### config.mk
export PLATFORM = sky130hd
export DESIGN_NAME = hazard_scoreboard_flat
export DESIGN_NICKNAME = d
export VERILOG_FILES = /design/src/rtl/hazard_scoreboard_pkg.sv /design/src/rtl/hazard_scoreboard_if.sv /design/src/rtl/hazard_scoreboard_sb_pending_vec.sv /design/src/rtl/hazard_scoreboard.sv /design/src/flat_wrapper.sv
export SDC_FILE = /design/constraint.sdc
export NUM_CORES = 1
export LEC_CHECK = 0
export BUFFER_PORTS_ARGS = -buffer_cell sky130_fd_sc_hd__buf_2
export CAP_MARGIN = 10
export CELL_PAD_IN_SITES_DETAIL_PLACEMENT = 0
export CELL_PAD_IN_SITES_GLOBAL_PLACEMENT = 1
export CORE_MARGIN = 3
export CORE_UTILIZATION = 45
export DETAILED_ROUTE_END_ITERATION = 7
export PLACE_DENSITY = 0.92
export SYNTH_ARGS = -nofsm -noshare
export SYNTH_HDL_FRONTEND = slang
export SYNTH_SLANG_ARGS = --single-unit
### constraint.sdc
create_clock -name i_clk -period 4.7 [get_ports i_clk]
set_clock_uncertainty 0.05 [all_clocks]
set_input_delay 0.235 -clock i_clk [delete_from_list [all_inputs] [get_ports i_clk]]
set_output_delay 0.235 -clock i_clk [all_outputs]
set_load 0.005 [all_outputs]
### src/rtl/hazard_scoreboard_pkg.sv
// Shared core constants and the stall/flush control bundle for the hazard scoreboard.
package hazard_scoreboard_pkg;
   localparam int REG_IDX_W = 5;
   localparam int NUM_REGS  = 32;

   typedef logic [REG_IDX_W-1:0] reg_idx_t;

   typedef struct packed {
      logic stall_f;
      logic stall_d;
      logic flush_d;
      logic flush_e;
   } hz_ctrl_t;
endpackage

### src/rtl/hazard_scoreboard_if.sv
// Pipeline <-> hazard scoreboard signal bundle. Perf ports exist only with HAZARD_PERF_EN.
interface hazard_scoreboard_if;
   import hazard_scoreboard_pkg::*;

   reg_idx_t    i_rs1_d;
   reg_idx_t    i_rs2_d;
   logic        i_rs1_used_d;
   logic        i_rs2_used_d;
   reg_idx_t    i_rd_d;
   logic        i_w_en_d;
   logic        i_long_d;
   reg_idx_t    i_rd_e;
   logic        i_w_en_e;
   logic        i_mem_read_e;
   logic        i_long_e;
   logic        i_branch_taken_e;
   logic        i_long_done;
   reg_idx_t    i_long_done_idx;
   logic        o_stall_f;
   logic        o_stall_d;
   logic        o_flush_d;
   logic        o_flush_e;
   logic        o_busy;
   logic        o_err;
`ifdef HAZARD_PERF_EN
   logic [31:0] o_stall_cycles;
   logic [15:0] o_flush_count;
`endif

   modport master (
      output i_rs1_d, i_rs2_d, i_rs1_used_d, i_rs2_used_d, i_rd_d, i_w_en_d, i_long_d,
             i_rd_e, i_w_en_e, i_mem_read_e, i_long_e, i_branch_taken_e,
             i_long_done, i_long_done_idx,
`ifdef HAZARD_PERF_EN
      input  o_stall_cycles, o_flush_count,
`endif
      input  o_stall_f, o_stall_d, o_flush_d, o_flush_e, o_busy, o_err
   );

   modport slave (
      input  i_rs1_d, i_rs2_d, i_rs1_used_d, i_rs2_used_d, i_rd_d, i_w_en_d, i_long_d,
             i_rd_e, i_w_en_e, i_mem_read_e, i_long_e, i_branch_taken_e,
             i_long_done, i_long_done_idx,
`ifdef HAZARD_PERF_EN
      output o_stall_cycles, o_flush_count,
`endif
      output o_stall_f, o_stall_d, o_flush_d, o_flush_e, o_busy, o_err
   );
endinterface

### src/rtl/hazard_scoreboard_sb_pending_vec.sv
// Per-register pending vector with outstanding counter; lookups see the same-cycle clear.
module sb_pending_vec
   import hazard_scoreboard_pkg::*;
#(
   parameter  int MAX_OUTSTANDING = 4,
   localparam int CNT_W           = $clog2(MAX_OUTSTANDING + 1)
) (
   input  logic             i_clk,
   input  logic             i_rst,
   input  logic             i_set_en,
   input  reg_idx_t         i_set_idx,
   input  logic             i_clr_req,
   input  reg_idx_t         i_clr_idx,
   input  reg_idx_t         i_rs1,
   input  reg_idx_t         i_rs2,
   input  reg_idx_t         i_rd,
   output logic             o_pend_rs1,
   output logic             o_pend_rs2,
   output logic             o_pend_rd,
   output logic             o_clr_valid,
   output logic [CNT_W-1:0] o_cnt,
   output logic             o_err
);
   logic [NUM_REGS-1:0] r_pending;
   logic [CNT_W-1:0]    r_cnt;
   logic                r_err;
   logic [NUM_REGS-1:0] w_pend_eff;
   logic [NUM_REGS-1:0] w_pend_next;
   logic                w_clr_valid;
   logic                w_set_valid;
   logic                w_set_new;

   assign w_clr_valid = i_clr_req & (i_clr_idx != '0) & r_pending[i_clr_idx];
   assign w_set_valid = i_set_en & (i_set_idx != '0);
   // Only count a set that actually adds a bit, so cnt tracks popcount exactly.
   assign w_set_new   = w_set_valid & ~w_pend_eff[i_set_idx];

   always_comb begin
      w_pend_eff = r_pending;
      if (w_clr_valid) w_pend_eff[i_clr_idx] = 1'b0;
   end

   always_comb begin
      w_pend_next = w_pend_eff;
      if (w_set_valid) w_pend_next[i_set_idx] = 1'b1;
   end

   always_ff @(posedge i_clk or posedge i_rst) begin
      if (i_rst) begin
         r_pending <= '0;
         r_cnt     <= '0;
         r_err     <= 1'b0;
      end else begin
         r_pending <= w_pend_next;
         r_cnt     <= r_cnt + CNT_W'(w_set_new) - CNT_W'(w_clr_valid);
         if (i_clr_req && !w_clr_valid) r_err <= 1'b1;
      end
   end

   assign o_pend_rs1  = w_pend_eff[i_rs1];
   assign o_pend_rs2  = w_pend_eff[i_rs2];
   assign o_pend_rd   = w_pend_eff[i_rd];
   assign o_clr_valid = w_clr_valid;
   assign o_cnt       = r_cnt;
   assign o_err       = r_err;
endmodule

### src/rtl/hazard_scoreboard.sv
// Stall/flush producer: load-use, filter-unit RAW/WAW scoreboard, occupancy limit, branch flush.
// Optional perf counters are enabled with HAZARD_PERF_EN.
module hazard_scoreboard
   import hazard_scoreboard_pkg::*;
#(
   parameter int MAX_OUTSTANDING = 4
) (
   input logic           i_clk,
   input logic           i_rst,
   hazard_scoreboard_if.slave hz
);
   localparam int CNT_W = $clog2(MAX_OUTSTANDING + 1);

   logic             w_use1, w_use2;
   logic             w_src_hit_e;
   logic             w_e_dst_valid;
   logic             w_load_use, w_long_e_hz, w_sb_raw, w_sb_waw, w_full, w_stall;
   logic             w_pend_rs1, w_pend_rs2, w_pend_rd;
   logic             w_clr_valid;
   logic [CNT_W-1:0] w_cnt;
   logic [CNT_W:0]   w_occ;
   logic             w_err;
   hz_ctrl_t         w_ctrl;

   sb_pending_vec #(.MAX_OUTSTANDING(MAX_OUTSTANDING)) u_pend (
      .i_clk       (i_clk),
      .i_rst       (i_rst),
      .i_set_en    (hz.i_long_e & hz.i_w_en_e),
      .i_set_idx   (hz.i_rd_e),
      .i_clr_req   (hz.i_long_done),
      .i_clr_idx   (hz.i_long_done_idx),
      .i_rs1       (hz.i_rs1_d),
      .i_rs2       (hz.i_rs2_d),
      .i_rd        (hz.i_rd_d),
      .o_pend_rs1  (w_pend_rs1),
      .o_pend_rs2  (w_pend_rs2),
      .o_pend_rd   (w_pend_rd),
      .o_clr_valid (w_clr_valid),
      .o_cnt       (w_cnt),
      .o_err       (w_err)
   );

   assign w_use1        = hz.i_rs1_used_d & (hz.i_rs1_d != '0);
   assign w_use2        = hz.i_rs2_used_d & (hz.i_rs2_d != '0);
   assign w_e_dst_valid = hz.i_w_en_e & (hz.i_rd_e != '0);
   assign w_src_hit_e   = (w_use1 & (hz.i_rs1_d == hz.i_rd_e)) | (w_use2 & (hz.i_rs2_d == hz.i_rd_e));

   assign w_load_use  = hz.i_mem_read_e & w_e_dst_valid & w_src_hit_e;
   // The issuing filter op is not yet in the scoreboard, so D must also be checked against E directly.
   assign w_long_e_hz = hz.i_long_e & w_e_dst_valid &
                        (w_src_hit_e | (hz.i_w_en_d & (hz.i_rd_d == hz.i_rd_e)));
   assign w_sb_raw    = (w_use1 & w_pend_rs1) | (w_use2 & w_pend_rs2);
   assign w_sb_waw    = hz.i_w_en_d & (hz.i_rd_d != '0) & w_pend_rd;

   assign w_occ   = {1'b0, w_cnt} + (CNT_W+1)'(hz.i_long_e) - (CNT_W+1)'(w_clr_valid);
   assign w_full  = hz.i_long_d & (w_occ >= (CNT_W+1)'(MAX_OUTSTANDING));
   assign w_stall = w_load_use | w_long_e_hz | w_sb_raw | w_sb_waw | w_full;

   always_comb begin
      w_ctrl = '0;
      if (hz.i_branch_taken_e) begin
         w_ctrl.flush_d = 1'b1;
         w_ctrl.flush_e = 1'b1;
      end else begin
         w_ctrl.stall_f = w_stall;
         w_ctrl.stall_d = w_stall;
         w_ctrl.flush_e = w_stall;
      end
   end

   assign hz.o_stall_f = w_ctrl.stall_f;
   assign hz.o_stall_d = w_ctrl.stall_d;
   assign hz.o_flush_d = w_ctrl.flush_d;
   assign hz.o_flush_e = w_ctrl.flush_e;
   assign hz.o_busy    = (w_cnt != '0);
   assign hz.o_err     = w_err;

`ifdef HAZARD_PERF_EN
   logic [31:0] r_stall_cycles;
   logic [15:0] r_flush_count;

   always_ff @(posedge i_clk or posedge i_rst) begin
      if (i_rst) begin
         r_stall_cycles <= '0;
         r_flush_count  <= '0;
      end else begin
         if (w_ctrl.stall_d && (r_stall_cycles != '1)) r_stall_cycles <= r_stall_cycles + 32'd1;
         if (hz.i_branch_taken_e && (r_flush_count != '1)) r_flush_count <= r_flush_count + 16'd1;
      end
   end

   assign hz.o_stall_cycles = r_stall_cycles;
   assign hz.o_flush_count  = r_flush_count;
`endif
endmodule

### src/flat_wrapper.sv
// flat-port wrapper written by rule: the top's interface ports become plain ports
module hazard_scoreboard_flat import hazard_scoreboard_pkg::*;
#(
   parameter int MAX_OUTSTANDING = 4
)
  (i_clk, i_rst, hz_i_rs1_d, hz_i_rs2_d, hz_i_rs1_used_d, hz_i_rs2_used_d, hz_i_rd_d, hz_i_w_en_d, hz_i_long_d, hz_i_rd_e, hz_i_w_en_e, hz_i_mem_read_e, hz_i_long_e, hz_i_branch_taken_e, hz_i_long_done, hz_i_long_done_idx, hz_o_stall_f, hz_o_stall_d, hz_o_flush_d, hz_o_flush_e, hz_o_busy, hz_o_err);
  hazard_scoreboard_if hz_i ();
  input logic i_clk;
  input logic i_rst;
  input wire logic [$bits(hz_i.i_rs1_d)-1:0] hz_i_rs1_d;
  input wire logic [$bits(hz_i.i_rs2_d)-1:0] hz_i_rs2_d;
  input wire logic [$bits(hz_i.i_rs1_used_d)-1:0] hz_i_rs1_used_d;
  input wire logic [$bits(hz_i.i_rs2_used_d)-1:0] hz_i_rs2_used_d;
  input wire logic [$bits(hz_i.i_rd_d)-1:0] hz_i_rd_d;
  input wire logic [$bits(hz_i.i_w_en_d)-1:0] hz_i_w_en_d;
  input wire logic [$bits(hz_i.i_long_d)-1:0] hz_i_long_d;
  input wire logic [$bits(hz_i.i_rd_e)-1:0] hz_i_rd_e;
  input wire logic [$bits(hz_i.i_w_en_e)-1:0] hz_i_w_en_e;
  input wire logic [$bits(hz_i.i_mem_read_e)-1:0] hz_i_mem_read_e;
  input wire logic [$bits(hz_i.i_long_e)-1:0] hz_i_long_e;
  input wire logic [$bits(hz_i.i_branch_taken_e)-1:0] hz_i_branch_taken_e;
  input wire logic [$bits(hz_i.i_long_done)-1:0] hz_i_long_done;
  input wire logic [$bits(hz_i.i_long_done_idx)-1:0] hz_i_long_done_idx;
  output wire logic [$bits(hz_i.o_stall_f)-1:0] hz_o_stall_f;
  output wire logic [$bits(hz_i.o_stall_d)-1:0] hz_o_stall_d;
  output wire logic [$bits(hz_i.o_flush_d)-1:0] hz_o_flush_d;
  output wire logic [$bits(hz_i.o_flush_e)-1:0] hz_o_flush_e;
  output wire logic [$bits(hz_i.o_busy)-1:0] hz_o_busy;
  output wire logic [$bits(hz_i.o_err)-1:0] hz_o_err;
  assign hz_i.i_rs1_d = hz_i_rs1_d;
  assign hz_i.i_rs2_d = hz_i_rs2_d;
  assign hz_i.i_rs1_used_d = hz_i_rs1_used_d;
  assign hz_i.i_rs2_used_d = hz_i_rs2_used_d;
  assign hz_i.i_rd_d = hz_i_rd_d;
  assign hz_i.i_w_en_d = hz_i_w_en_d;
  assign hz_i.i_long_d = hz_i_long_d;
  assign hz_i.i_rd_e = hz_i_rd_e;
  assign hz_i.i_w_en_e = hz_i_w_en_e;
  assign hz_i.i_mem_read_e = hz_i_mem_read_e;
  assign hz_i.i_long_e = hz_i_long_e;
  assign hz_i.i_branch_taken_e = hz_i_branch_taken_e;
  assign hz_i.i_long_done = hz_i_long_done;
  assign hz_i.i_long_done_idx = hz_i_long_done_idx;
  assign hz_o_stall_f = hz_i.o_stall_f;
  assign hz_o_stall_d = hz_i.o_stall_d;
  assign hz_o_flush_d = hz_i.o_flush_d;
  assign hz_o_flush_e = hz_i.o_flush_e;
  assign hz_o_busy = hz_i.o_busy;
  assign hz_o_err = hz_i.o_err;
  hazard_scoreboard #(.MAX_OUTSTANDING(MAX_OUTSTANDING)) u_core (.i_clk(i_clk), .i_rst(i_rst), .hz(hz_i));
endmodule
* Word-level counts from Yosys, hierarchy flattened
Index checks and enable logic that the tools add are counted.
Word-level totals: output and inout bits 6, bits in registers 36, bits of input ports 36
Operators by class: $add $sub $neg 4, eq/ne operators 3, magnitude comparators 8, bitwise logic cells 31, reductions and logical operators 10, multiplexer cells 19
Operator list (number):
- two-way mux 32 bit | 2
- AND 32 bit | 1
- NOT 32 bit | 1
- bitwise OR 32 bit | 1
- < comparator 5 x 6 -> 1 bit (second input constant) | 5
- binary-select mux 1 bit (select 5 bit) | 5
- nonzero test 5 bit | 5
- AND 1 bit | 20
- equality test 5 bit | 3
- demux 1 bit (select 5 bit) | 2
- >= comparator 5 x 1 -> 1 bit (second input constant) | 2
- two-way mux 1 bit | 9
- bitwise OR 1 bit | 7
- adder 3 x 1 -> 4 bit | 1
- >= comparator 4 x 3 -> 1 bit (second input constant) | 1
- subtractor 4 x 1 -> 4 bit | 1
- adder 3 x 1 -> 3 bit | 1
- logical AND 1 bit | 3
- nonzero test 3 bit | 1
- subtractor 3 x 1 -> 3 bit | 1
- two-way mux 2 bit | 1
- zero test 1 bit | 1
- NOT 1 bit | 1

* Logic depth before layout (Yosys ltp)
Gate-level depths: netlist (run 1).
depth in word-level cells 15, depth in mapped cells 23, mapped depth without buffers 18

* Modules after synthesis
Synthesis (run 1) repeated with hierarchy kept, for this count alone.
Second synthesis, totals: cells, all modules 424, area, all modules 3611.0 µm²
By module, submodules not included:
- sb_pending_vec | times used 1, cells each 368, area each 3216.8 µm²
- hazard_scoreboard | times used 1, cells each 56, area each 394.1 µm²

* Worst setup path before layout (run 1)
Ideal clock, no wire load.
path type in2out, start input port hz_i_long_done_idx[2], end output port hz_o_stall_f, data arrival time 3.680 ns, path slack 0.735 ns, required time 4.415 ns, cell stages on the path 21, path buffers 4, path through or3_1 buf_2 o21ai_1 o22ai_1 and4_4 buf_8 buf_6 nor3b_1 ha_1 inv_1 ha_1 nand2_1 o21bai_1 o311a_1 a21oi_1 o221ai_1 nor4_2 a211oi_1 a211oi_2 a21oi_1 buf_4
On the way: longest elaborated chain between the ends 15
Ends and longest elaborated chain:
- start: declaration | RTL line flat_wrapper.sv:23 | input wire logic [$bits(hz_i.i_long_done_idx)-1:0] hz_i_long_done_idx;
- < comparator 5 x 6 -> 1 bit (implied by the code) / >= comparator 5 x 1 -> 1 bit (equally long branches) | RTL line hazard_scoreboard_sb_pending_vec.sv:40 | if (w_clr_valid) w_pend_eff[i_clr_idx] = 1'b0;
- logical AND 1 bit (implied by the code) | RTL line hazard_scoreboard_sb_pending_vec.sv:40
- two-way mux 1 bit (implied by the code) | RTL line hazard_scoreboard_sb_pending_vec.sv:40
- demux 1 bit (select 5 bit) | RTL line hazard_scoreboard_sb_pending_vec.sv:40
- NOT 32 bit (no source line)
- AND 32 bit (no source line)
- two-way mux 32 bit | RTL line hazard_scoreboard_sb_pending_vec.sv:40
- binary-select mux 1 bit (select 5 bit) (on tied branches) | RTL line hazard_scoreboard_sb_pending_vec.sv:60, hazard_scoreboard_sb_pending_vec.sv:61
- two-way mux 1 bit (on tied branches) | RTL line hazard_scoreboard_sb_pending_vec.sv:60, hazard_scoreboard_sb_pending_vec.sv:61
- AND 1 bit | RTL line hazard_scoreboard.sv:52 | assign w_sb_raw = (w_use1 & w_pend_rs1) | (w_use2 & w_pend_rs2);
- bitwise OR 1 bit | RTL line hazard_scoreboard.sv:52
- bitwise OR 1 bit (2 in series) | RTL line hazard_scoreboard.sv:57 | assign w_stall = w_load_use | w_long_e_hz | w_sb_raw | w_sb_waw | w_full;
- bitwise OR 1 bit * | RTL line hazard_scoreboard.sv:57
- two-way mux 2 bit * | RTL line hazard_scoreboard.sv:61 | if (hz.i_branch_taken_e) begin
- end: declaration | RTL line flat_wrapper.sv:24 | output wire logic [$bits(hz_i.o_stall_f)-1:0] hz_o_stall_f;
Mark *: on every way between the ends. The rest lies on a longest branch, timed or not. The select of a mux whose other input is x is not followed.

* Worst setup path after layout (run 1)
Ends and elaborated chain as after synthesis.

==> run metrics, run 1 <==
outcome=finished, final reports clean; Worst Setup End Kind=output pin; Comb pwr share=49.4%; Die Width=98.8 um; DR vias/cell=6.95; maximum VDD drop=approximately 0.00032 V; Pint=741 uW; largest area contributor in the netlist=dfrtp_1; sequential cell fraction of total power=34.0%; Clock Tree Buf Depth=2; yosys warns=0; final WL=15.2 mm; TritonCTS Buffers=5; Crit path max-delay family=compound AO/OA/AOI/OAI gates; switch share=a little over two fifths; DRT Pass-1 Iters=6; Overall Power=1320 uW; Crit Path Max Fanout=14; RSZ-0062 raised after global routing=false; worst skew pair latency=between 0.2 and 0.3 ns; # DRC=0; Critical Path Start Type=input port; first-pass GRT wire length=approximately 23 mm; nets@finish=568; Pwr Density=306 mW/mm2; timing-limited maximum frequency=approximately 230 MHz; port bufs=41; MaxCap Viol Count=0; Starting Density=46.7%; CP required=4.41 ns; largest net degree at the start of global routing=38; share of layout cells above drive strength 1=21.8%; Seq/Total Area, Yosys=23.2%; number of flops mapped to enable cells by yosys=0; post-route ant nets=0; total congestion overflow=0; Synth area leaders=dfrtp_1, o21ai_0, nand2_1; asr flop ratio synth=100%; Slew @ Worst Pin=0.927 ns; Cell Area, Synth=0.00388 mm2; Placer Congestion=0.998; clk root buf=clkbuf_8; clk sink count=36; Worst Path Arrival=4.05 ns; Min-Delay Path Class=in -> reg; most common cell in the synthesized netlist=nand2_1; Die H=roughly 99 um; Fin Setup TNS=0 ns; Distinct cells, synth=74; Mapped Nets=528; synthesized area per cell=7.98 um2; Slew Limit Fails=0; antenna diode count=0; CTS H-tree depth=2; Final Critical Period=4.34 ns; Crit Path Category=in -> out; CTS tree=built; CP Buf/Inv Count=3; final setup violation count=0; Clk pin slew, worst setup/hold paths=approximately 0.070 ns; worst-path cell chain=buf_2, or3_1, o21ai_1, o22ai_1, and4_4, nor3b_2, ha_1, inv_1, ha_1, nand2_1, o21bai_1, o311a_1, a21oi_1, o221ai_1, nor4_2, a211oi_1, a211oi_2, a21oi_1, buf_2; Area Growth Syn to Fin=11.3%; via count=roughly 4,400; period utilisation layout=92.3%; WL per Instance=24.0 um; initial antenna violation count=0; top cell type's share of synthesized area=a little under a quarter; total track usage=a little under a third; vias in the first global route=around 4,100; total core area=approximately 0.0083 mm2; Synth Flop Type=dfrtp_1; DRT iter0 DRCs=462; sw power=slightly below 600 uW; CP max-delay cell=or3_1; die area=0.00976 mm2; IO Pins=42; most frequent cells after synthesis=nand2_1, o21ai_0, dfrtp_1, nor2_1, mux2i_1; DP HPWL=11.4 mm; Yosys reg bits=36; final hold vios=0; Rel. slew slack=around two fifths; Clk network pwr share=between 10% and 20%; P_leak=0.00166 uW; row count=33; max incr delay on CP=0.53 ns; Cells after Synth=486
## area by class of cell
| type | instances | area, um2 |
|---|---|---|
| flip-flops and latches | 36 | 901 |
| multi-input cells | 392 | 2670 |
| well taps | 105 | 131 |
| clock buffers | 5 | 68.8 |
| fillers | 820 | 3990 |
| repair buffers | 72 | 455 |
| clock inverters | 3 | 18.8 |
| inverters | 19 | 71.3 |
## what timing repair did
| action | 4_1_cts | 5_1_grt |
|---|---|---|
| endpoints found under the setup margin | 0 | 3 |
| hold buffers | 1 | 0 |
| resized for setup | 0 | 2 |
| hold endpoints to repair | 7 | 0 |
| buffers inserted | 0 | 0 |
## registers in the layout, summed over array words and instances, names as in the netlist
name	count
u_core.u_pend.o_err	1
u_core.u_pend.r_pending	32
u_core.u_pend.o_cnt	3
## worst reg2reg max path, cell delays in order (launching register included)
cell	delay [ns]
dfrtp_1	0.45
mux2i_1	0.20
o22ai_1	0.10
a211oi_2	0.23
and4_4	0.28
buf_12	0.23
o21ai_2	0.16
mux4_2	0.48
nor3b_1	0.34
nor2_1	0.09
o211ai_2	0.16
ha_1	0.14
inv_1	0.04
ha_1	0.18
fa_1	0.38
xor2_1	0.15
## power by group through the flow
stage | sequential [uW] | clock, uW | combinational (uW)
6_report | 449 | 219 | 653
2_1_floorplan | 418 | 0 | 400
5_1_grt | 450 | 239 | 700
4_1_cts | 442 | 223 | 631
3_5_place_dp | 447 | 0 | 627
3_3_place_gp | 449 | 0 | 617
## metrics by stage
step                hold slack (ns)  instance area [um2]  worst slack, ns  std cells  util, %
floorplan                     0.331                 3880            0.735        486        -
global placement              0.304                 4210            0.361        623     50.7
detailed placement            0.313                 4210            0.236        623     50.7
CTS                           0.210                 4310            0.236        632     51.9
global route                  0.239                 4310           0.0992        632     52.0
finish                        0.207                 4310            0.362        632     52.0
## logic make-up (layout without fill, tap and decap cells)
| group | Yosys count | after routing | share of synthesized area [%] |
|---|---|---|---|
| flops | 36 | 36 | 23.2 |
| compound gates | 164 | 164 | 28.9 |
| fa+ha+maj | 6 | 6 | 2.13 |
| xor+xnor | 17 | 17 | 3.84 |
| simple gates | 172 | 172 | 22.6 |
| mux | 33 | 33 | 11.2 |
| buf+inv | 58 | 99 | 8.10 |
## routing by layer
metal  part of all wire (%)  track usage (%)  up-vias
met5                      0                0        -
met4                    6.8             18.2        0
met3                     14             8.14       78
met2                     42             43.0      348
met1                     38             42.6     2061
li1                       -                -     1904
## cell usage in the layout, fill, tap and decap left out, types with 3 or more instances in the layout
cell      count
inv_1        17
o21a_1        4
nor2_1       30
or3b_1        3
nor3_1       15
xnor2_1       7
nor3b_1       5
o31ai_1       8
dfrtp_1      36
o21ai_1      16
o221ai_1      4
o32ai_1       3
nor2b_1       3
nor4_2        3
mux4_2        8
nand3_1      12
a31oi_1       4
o31ai_2       4
a21oi_1       4
nand2b_1      3
mux2i_1      23
nor4_1        4
a211oi_1      7
ha_1          5
o211ai_1      7
o22ai_1      16
o21ai_2       5
or3_1         5
o21ai_0      58
buf_2        40
buf_4        29
clkbuf_8      5
nand3b_1      7
nand2_1      62
xor2_1       10
nand4_1       6
## final timing paths
kind,slack (ns),cells after the start,from,endpoint
worst max-delay path,0.36,19,hz_i_long_done_idx[2],hz_o_stall_f
worst min-delay path,0.21,3,hz_i_long_done,u_core.u_pend.o_err$_DFFE_PP0P_
worst max register to register,0.92,15,u_core.u_pend.r_pending[10]$_DFF_PP0_,u_core.u_pend.o_cnt[2]$_DFF_PP0_
worst min register to register,0.41,1,u_core.u_pend.o_err$_DFFE_PP0P_,u_core.u_pend.o_err$_DFFE_PP0P_
max in group asynchronous,3.74,4,i_rst,u_core.u_pend.r_pending[7]$_DFF_PP0_
min in group asynchronous,0.54,4,i_rst,u_core.u_pend.o_cnt[1]$_DFF_PP0_
Note: power is estimated with default switching activity, not from simulation.
==> run 2: changes to the inputs <==
--- a/config.mk
+++ b/config.mk
@@ -7,12 +7,10 @@
 export LEC_CHECK = 0
 export BUFFER_PORTS_ARGS = -buffer_cell sky130_fd_sc_hd__buf_2
 export CAP_MARGIN = 10
-export CELL_PAD_IN_SITES_DETAIL_PLACEMENT = 0
-export CELL_PAD_IN_SITES_GLOBAL_PLACEMENT = 1
 export CORE_MARGIN = 3
-export CORE_UTILIZATION = 45
+export CORE_UTILIZATION = 55
 export DETAILED_ROUTE_END_ITERATION = 7
-export PLACE_DENSITY = 0.92
+export PLACE_DENSITY = 0.85
 export SYNTH_ARGS = -nofsm -noshare
 export SYNTH_HDL_FRONTEND = slang
 export SYNTH_SLANG_ARGS = --single-unit
==> run metrics, run 2 (same netlist as run 1, synthesis figures left out) <==
Area Growth Syn to Fin=10.0%; max FFs per register=32; row count=29; Worst Path Arrival=4.15 ns; Slew @ Worst Pin=approximately 0.67 ns; Rel. slew slack=55.1%; Final Critical Period=4.44 ns; share of layout cells above drive strength 1=20.9%; postcts setup bufs=0; Die Width=90.0 um; die area=0.00809 mm2; CTS H-tree depth=2; total congestion overflow=0; outcome=finished, final reports clean; min-delay src=hz_i_long_done; DP HPWL=10.7 mm; CTS tree=built; IO Pins=42; TritonCTS Buffers=5; DRT Pass-1 Iters=7; Critical Path Start Type=input port; CP required=4.41 ns; most common cell after layout, fill and taps aside=nand2_1; DRT iter0 DRCs=696; total track usage=35.4%; first-pass GRT wire length=22.6 mm; Fin Setup TNS=0 ns; placed instance area=0.00414 mm2; RSZ-0062 raised after global routing=false; final setup violation count=0; Worst Setup End Kind=output pin; Clk pin slew, worst setup/hold paths=0.07 ns; vias in the first global route=4,164; via count=around 4,500; Die H=between 80 and 90 um; total core area=0.00660 mm2; period utilisation layout=94.4%; most frequent cells in the layout=nand2_1, o21ai_0, buf_2; WL per Instance=23.8 um; Clock Tree Buf Depth=2; clk root buf=clkbuf_8; antenna diode count=0; design area=approximately 0.0043 mm2; P_leak=approximately 0.0016 uW; timing-limited maximum frequency=225 MHz; post-route ant nets=0; final WL=14.6 mm; worst skew pair latency=0.30 ns; initial antenna violation count=0; port bufs=41; clk sink count=36; Reg with most FFs=u_core.u_pend.r_pending; # DRC=0; Placer Congestion=1.08; largest net degree at the start of global routing=37; CP startpoint=hz_i_long_done_idx[1]; DR vias/cell=7.29; maximum VDD drop=0.000286 V; Crit Path Category=in -> out; MaxCap Viol Count=0; R2R Path Start=u_core.u_pend.r_pending[14]$_DFF_PP0_; nets@finish=563; Slew Limit Fails=0; Min-Delay Path Class=in -> reg; Starting Density=58.7%; Pwr Density=~320 mW/mm2; final hold vios=0; Crit Path Max Fanout=22
## run 2: changes by cell type in the layout (fill, tap and decap cells not counted)
cell        delta
buf_12         -1
buf_2          +1
buf_4          -4
bufinv_16      +1
clkbuf_4       -1
clkinv_2       -1
clkinv_4       -1
clkinvlp_4     +1
nor3b_1        +1
nor3b_2        -1
## run 2: repair_timing
item	4_1_cts	5_1_grt
hold buffers	1	0
resized for setup	0	0
hold endpoints to repair	18	0
## run 2: layer usage
layer  GRT usage, %  wire length (um)  share of wire [%]
met5              0                 0                  0
met4           21.2              1090                7.4
met3           10.9              2190                 15
met2           52.0              6100                 42
met1           45.8              5260                 36
## run 2: layout make-up
class                      count  area [um2]
timing repair buffer          67         403
tap                           93         116
clock buffer                   5        68.8
sequential                    36         901
inverter                      19        71.3
fill                         602        2340
multi-input combinational    392        2660
clock inverter                 3        42.5
## run 2: report_power, final
group	switching (uW)	total [uW]	leakage (uW)	internal (uW)
logic	385	635	0.00113	250
clock network	128	286	0.0000541	157
registers	70.5	448	0.000455	378
total	584	1370	0.00164	785
## run 2: metrics by stage
step / total power, uW / util [%] / std cells / setup slack, ns / hold slack, ns
finish: 1370 / 64.6 / 615 / 0.262 / 0.225
global route: 1420 / 64.6 / 615 / 0.0420 / 0.226
CTS: 1330 / 64.6 / 615 / 0.373 / 0.212
detailed placement: 1050 / 62.7 / 606 / 0.374 / 0.316
global placement: 1040 / 62.7 / 606 / 0.506 / 0.311
floorplan: 818 / - / 486 / 0.735 / 0.331
## run 2: final timing paths
kind,endpoint,slack (ns),depth (start not counted)
max in group asynchronous,u_core.u_pend.o_cnt[1]$_DFF_PP0_,3.73,4
worst max register to register,u_core.u_pend.o_cnt[1]$_DFF_PP0_,0.67,14
worst max-delay path,hz_o_stall_f,0.26,19
worst min register to register,u_core.u_pend.o_err$_DFFE_PP0P_,0.43,1
min in group asynchronous,u_core.u_pend.r_pending[12]$_DFF_PP0_,0.54,4
worst min-delay path,u_core.u_pend.o_err$_DFFE_PP0P_,0.23,3
## run 2: worst max-delay path, stage by stage
cell and delay [ns]:
buf_2 0.46, mux2i_1 0.19, o22ai_1 0.26, o22ai_1 0.13, and4_4 0.25, nor3b_1 0.31
ha_1 0.20, inv_1 0.04, ha_1 0.26, nand2_1 0.06, o21bai_1 0.07, o311a_1 0.36
a21oi_1 0.23, o221ai_1 0.18, nor4_2 0.24, a211oi_1 0.12, a211oi_2 0.25, a21oi_1 0.12
buf_2 0.16
